==> src/rtl/sap1_program_loader.sv <==
// Program-mode loader for the SAP-1 core. It streams DEPTH bytes into program RAM,
// issuing one MAR load and one RAM write per byte, then releases the core to run mode.
module sap1_program_loader #(
   parameter int ADDR_W = 4,
   parameter int DATA_W = 8,
   parameter int DEPTH  = 16
) (
   input  logic              CLK,
   input  logic              CLR,
   input  logic              start,
   input  logic              in_valid,
   input  logic [DATA_W-1:0] in_data,
   output logic              in_ready,
   output logic [DATA_W-1:0] Wbus_ext,
   output logic              nLm_ext,
   output logic              ram_sel,
   output logic              nwr,
   output logic              prog,
   output logic              busy,
   output logic              done,
   output logic [ADDR_W-1:0] load_addr,
   output logic [DATA_W-1:0] checksum
);

   typedef enum logic [2:0] {IDLE, ADDR, DATA, WRITE, DONE} state_t;

   localparam logic [ADDR_W-1:0] LAST = ADDR_W'(DEPTH - 1);

   state_t            state_q, state_d;
   logic [ADDR_W-1:0] addr_d;
   logic [DATA_W-1:0] sum_d;
   logic [DATA_W-1:0] wbus_d;

   always_ff @(posedge CLK) begin
      if (!CLR) state_q <= IDLE;
      else      state_q <= state_d;
   end

   always_comb begin
      state_d = state_q;
      addr_d  = load_addr;
      sum_d   = checksum;
      wbus_d  = Wbus_ext;
      case (state_q)
         IDLE, DONE: begin
            if (start) begin
               state_d = ADDR;
               addr_d  = '0;
               sum_d   = '0;
            end
         end
         ADDR: state_d = DATA;
         DATA: begin
            if (in_valid && in_ready) begin
               state_d = WRITE;
               wbus_d  = in_data;
               sum_d   = checksum + in_data;
            end
         end
         WRITE: begin
            if (load_addr == LAST) state_d = DONE;
            else begin
               addr_d  = load_addr + 1'b1;
               state_d = ADDR;
            end
         end
         default: state_d = IDLE;
      endcase
      if (state_d == ADDR) wbus_d = DATA_W'(addr_d);
   end

   // Outputs are registered from the next state so they line up with state_q.
   always_ff @(posedge CLK) begin
      if (!CLR) begin
         Wbus_ext  <= '0;
         nLm_ext   <= 1'b1;
         ram_sel   <= 1'b1;
         nwr       <= 1'b1;
         in_ready  <= 1'b0;
         prog      <= 1'b0;
         busy      <= 1'b0;
         done      <= 1'b0;
         load_addr <= '0;
         checksum  <= '0;
      end else begin
         Wbus_ext  <= wbus_d;
         nLm_ext   <= (state_d != ADDR);
         ram_sel   <= (state_d != WRITE);
         nwr       <= (state_d != WRITE);
         in_ready  <= (state_d == DATA);
         prog      <= (state_d == DONE);
         busy      <= (state_d == ADDR) || (state_d == DATA) || (state_d == WRITE);
         done      <= (state_d == DONE);
         load_addr <= addr_d;
         checksum  <= sum_d;
      end
   end

endmodule

==> config.mk <==
export PLATFORM = sky130hd
export DESIGN_NAME = sap1_program_loader
export DESIGN_NICKNAME = d
export VERILOG_FILES = /design/src/rtl/sap1_program_loader.sv
export SDC_FILE = /design/constraint.sdc
export NUM_CORES = 1
export LEC_CHECK = 0
export ABC_AREA = 1
export CORE_MARGIN = 1
export CORE_UTILIZATION = 43
export DETAILED_ROUTE_END_ITERATION = 10
export GPL_TIMING_DRIVEN = 0
export PLACE_DENSITY_LB_ADDON = 0.12
export SLEW_MARGIN = 20
export SYNTH_ARGS = -nofsm -noshare
export SYNTH_HDL_FRONTEND = slang
export SYNTH_SLANG_ARGS = --single-unit
==> constraint.sdc <==
create_clock -name CLK -period 1.37 [get_ports CLK]
set_clock_uncertainty 0.1 [all_clocks]
set_input_delay 0.137 -clock CLK [delete_from_list [all_inputs] [get_ports CLK]]
set_output_delay 0.137 -clock CLK [all_outputs]
set_load 0.005 [all_outputs]
After elaboration in Yosys (flattened, before gate mapping). Cells that the tools add are included.

Muxes and demuxes: 13. Bitwise logic cells: 1. Reduce and logical (&&, ||, !) cells: 12. Equal/unequal tests: 13. Add/subtract/negate cells: 2.

Operators with widths (number): two-way mux 4 bit (5); two-way mux 8 bit (2); one-hot mux 8 bit (2 select lines) (1); == test 3 x 2 -> 1 bit, second input constant (4); one-hot mux 3 bit (4 select lines) (1); two-way mux 3 bit (3); adder 8 bit (1); one-hot mux 4 bit (2 select lines) (1); == test 3 x 1 -> 1 bit, second input constant (2); == test 3 bit, second input constant (2); nonzero test 2 bit (3); adder 4 x 1 -> 4 bit, second input constant (1); == test 4 bit, second input constant (1); inequality test 2 bit, second input constant (2); AND reduction 2 bit (2); OR reduction 2 bit (2); logical NOT 3 bit (1); inequality test 3 x 1 -> 1 bit, second input constant (1); inequality test 3 x 2 -> 1 bit, second input constant (1); AND reduction 3 bit (1); logical OR 1 bit (2); logical AND 1 bit (1); inverter 1 bit (1).

Register bits after elaboration: 28. Output and inout bits: 27. Input bits: 12.

Logic depth before layout (Yosys ltp). Gate-level depths: netlist of the first run.

Depth after elaboration: 6. Depth in mapped cells: 9.

Least setup slack after synthesis of the first run. Ideal clock, no wire load.

Path kind: reg-to-reg. Start: reg checksum[0]. End: reg checksum[4]. Required time: 1.199 ns. Library setup time: 0.071 ns. Stages on the path, launching flop included: 8. Buffers on the path: 0. Period minus slack after synthesis: 1.543 ns. Arrival: 1.372 ns. Path slack: -0.173 ns. Cell sequence: dfxtp_1 -> ha_1 -> fa_1 -> a21oi_1 -> nor2_1 -> nor2_1 -> nand2_1 -> a21oi_1.

Cells in the longest elaborated chain, start to end: 3.

RTL lines: start: declaration (RTL line 22) `output logic [DATA_W-1:0] checksum`; start signal: assignment (RTL line 95) `checksum <= sum_d;`; adder 8 bit (RTL line 57) `sum_d = checksum + in_data;`; two-way mux 8 bit (RTL line 54) `if (in_valid && in_ready) begin`; one-hot mux 8 bit (2 select lines) (RTL line 44) `case (state_q)`.

No other way between the ends. The select of a mux whose other input is x is not followed. A chain may end at the register's enable or synchronous reset.

Final worst setup path of the first run.
Start: reg checksum[0]. End: reg checksum[6].

The elaborated chain is that of the path after synthesis.

==> results of run 1 <==
## Yosys cell counts
master | number | area (um2)
o21ai_1 | 1 | 5.00
or2_2 | 2 | 12.5
inv_2 | 1 | 3.75
buf_4 | 2 | 15.0
nor2_2 | 1 | 6.26
a31oi_1 | 3 | 18.8
ha_1 | 8 | 100
nand3_1 | 18 | 90.1
clkbuf_1 | 2 | 7.51
nand2_2 | 6 | 37.5
nand2_1 | 64 | 240
fa_1 | 1 | 20.0
a21oi_4 | 1 | 16.3
nand3_2 | 1 | 10.0
xor2_1 | 2 | 17.5
inv_1 | 19 | 71.3
nand3b_1 | 3 | 22.5
nand4_1 | 2 | 12.5
nor3_1 | 1 | 5.00
or2_1 | 1 | 6.26
nor2_8 | 1 | 20.0
a21oi_1 | 22 | 110
buf_6 | 1 | 11.3
nor2_1 | 10 | 37.5
dfxtp_1 | 28 | 561
nor2_4 | 2 | 22.5
## per-stage QoR
stage          TNS (ns)  hold WS, ns  cell area [um2]   util  setup slack, ns
3_5_place_dp      -5.24        0.354             1960  0.621           -0.488
2_1_floorplan    -0.160        0.106             1520      -          -0.0884
5_1_grt           -1.18        0.310             2320  0.737           -0.247
3_3_place_gp      -5.08        0.351             1960  0.621           -0.469
6_report         -0.568        0.288             2320  0.737           -0.208
4_1_cts          -0.523        0.289             2150  0.681           -0.154
## layout make-up
| type | count | area, um2 |
|---|---|---|
| sequential | 28 | 607 |
| timing repair buffer | 57 | 510 |
| buffer | 5 | 37.5 |
| fill | 258 | 831 |
| tap | 44 | 55.1 |
| clock buffer | 3 | 22.5 |
| inverter | 20 | 75.1 |
| multi-input combinational | 150 | 1010 |
## per-layer routing
metal | routed length, um | vias to the layer above | track usage
li1 | - | 782 | -
met1 | 1820 | 703 | 0.281
met2 | 1880 | 49 | 0.344
met3 | 178 | 8 | 0.0299
met4 | 74 | 0 | 0.0714
met5 | 0 | - | 0
## logic make-up (layout without fill, tap and decap cells)
| family | after synthesis | in the layout |
|---|---|---|
| xor+xnor | 2 | 2 |
| fa+ha+maj | 9 | 9 |
| buf+inv | 25 | 85 |
| flops | 28 | 28 |
| compound gates | 27 | 27 |
| simple gates | 112 | 112 |
## critical path, delay by kind of cell, from the launching register on
family                     cells  cell delay (ns)
AOI/OAI and AO/OA              1             0.12
adders and majority gates      2             0.52
DFF                            1             0.37
and+or+nand+nor                4             0.39
## layout by cell type, fill, tap and decap left out, types with 5 or more instances in the layout
| master | Yosys | final |
|---|---|---|
| dfxtp_2 | 0 | 22 |
| clkdlybuf4s50_1 | 0 | 11 |
| nand3_1 | 18 | 14 |
| ha_4 | 0 | 7 |
| a21oi_2 | 0 | 8 |
| nand2_1 | 64 | 57 |
| nand2_2 | 6 | 10 |
| dfxtp_4 | 0 | 5 |
| nor2_1 | 10 | 7 |
| a21oi_1 | 22 | 14 |
| dlygate4sd2_1 | 0 | 26 |
| inv_1 | 19 | 17 |
| buf_4 | 2 | 20 |
## registers in the layout, summed over array words and instances (netlist names)
name and flops:
Wbus_ext 8, checksum 8, load_addr 4, state_q 3
busy 1, done 1, in_ready 1, nLm_ext 1
nwr 1
## where the power goes
part           internal [mW]  leakage (nW)  total (mW)  switching, mW
registers              0.826         0.240       0.844         0.0181
logic                  0.114         0.831       0.260          0.146
clock network          0.103        0.0138       0.344          0.241
total                   1.04          1.08        1.45          0.405
## worst max path at each step
stage / from / cells past startpoint / end / slack [ns]
floorplan: checksum[0] / 7 / checksum[4] / -0.09
global placement: in_data[0] / 8 / checksum[4] / -0.47
detailed placement: in_data[0] / 8 / checksum[4] / -0.49
CTS: checksum[4] / 1 / checksum[4] / -0.15
global route: checksum[0] / 7 / checksum[6] / -0.25
finish: checksum[0] / 7 / checksum[6] / -0.21
## timing repair
action                                  4_1_cts  5_1_grt
hold buffers                                  0        0
hold endpoints to repair                      0        0
gates resized for setup                      61       32
pin swaps                                     5       20
endpoints found under the setup margin       48       23
cloned                                        0        1
setup buffers                                12        6
==> qor.txt, run 1 <==
Hold Path Depth = 3
Power Density = 624 nW/um2
Pwr Total = 1.45 mW
wire per inst = 12.9 um
Slew Limit Fails = 0
CTS tree = done
# diodes = 0
detailed-route via count = 1542
Final Non-Filler Cells = 307
Port Buffers = 38
Least-Margin Pin Slew = 0.566 ns
Critical Path Source Type = flop
CP peak stage delay = 0.37 ns
final net count = 286
Avg Inst Size Synth = 7.29 um2
Skew-Pair Late Insertion Delay = 0.33 ns
core area = 3150 um2
cell repeated most along the worst path = nand3_1
Peak VDD IR = 0.538 mV
Syn Nets = 224
Tot GR Track Use = 0.209
XOR/XNOR Fraction of Synth Area = 0.0118
DP Cell Count = 285
worst r2r src = checksum[0]
RSZ-0062 raised after global routing = yes
gr ovfl total = 0
LEAKAGE = 1.08 nW
Routability Congestion = 0.859
Hold Path Class = primary input to flop
Sink Count = 28
Hold Vio Cnt, Final = 0
worst hold endpoint = Wbus_ext[7]
max_cap viols = 0
antenna violations before repair = 0
via density per instance = 5.02
initial core utilization = 0.469
FMAX = 634 MHz
row cnt = 20
Total Wirelength = 3.96 mm
Clock Pin Slew Worst Setup and Hold Paths = 0.16 ns
Worst setup EP type = flop
layout cells sized above 1 = 0.384
register area share after synthesis = 0.379
Post-Syn Instances = 203
clk root buf = clkbuf_4
Synth Area in Compound Gates = 0.101
Final ANT Viol Nets = 0
cts bufs inserted = 3
library cells used by synthesis = 26
Post-DP HPWL = 2.52 mm
DIE WIDTH = 60.7 um
worst-path cell chain = ha_4 -> fa_2 -> nand3_1 -> nand3_1 -> nand2_1 -> nand3_1 -> a21oi_1
Slew headroom = 0.623
Synth Register Bits = 28
Max Fanout on Critical Path = 3
fin crit share = 1.15
Pre-antenna DRT Iters = 4
CP Class = flop to flop
mapped cell area = 1480 um2
vias in the first global route = 1283
H-tree level count = 1
RR Endpoint = checksum[6]
Synth Area in Adders = 0.0811
CP max stage cell = dfxtp_2
largest net degree at the start of global routing = 15
Syn. warnings = 0
DRC violations left = 0
HP Start = in_data[7]
CP arrival = 1.75 ns
cells on worst reg2reg path = 7
CTS max path bufs = 2
largest family of logic cells by synthesized area = simple AND/OR/NAND/NOR gates
failing checks = negative setup slack
setup ws final = -0.208 ns
number of top-level pins = 39
post-layout min period = 1.58 ns
Syn-to-layout area delta = 56.9%
CP required = 1.54 ns
simple-gate share of the synthesized area = 0.353
Final setup viols = 6
post-synthesis mux area share = 0
status = complete, but fails checks
starting DRC count in detailed routing = 49
reg-to-reg setup timing slack = -0.21 ns
first-pass GRT wire length = 5.62 mm
DIE AREA = 3680 um2
die height = 60.7 um
No activity file was read; power rests on OpenSTA's default activity.
==> run 2: changes to the inputs <==
CORE_MARGIN = not set   (was 1)
==> results of run 2 <==
The final DEF is identical to that of run 1; final timing and power are the same.
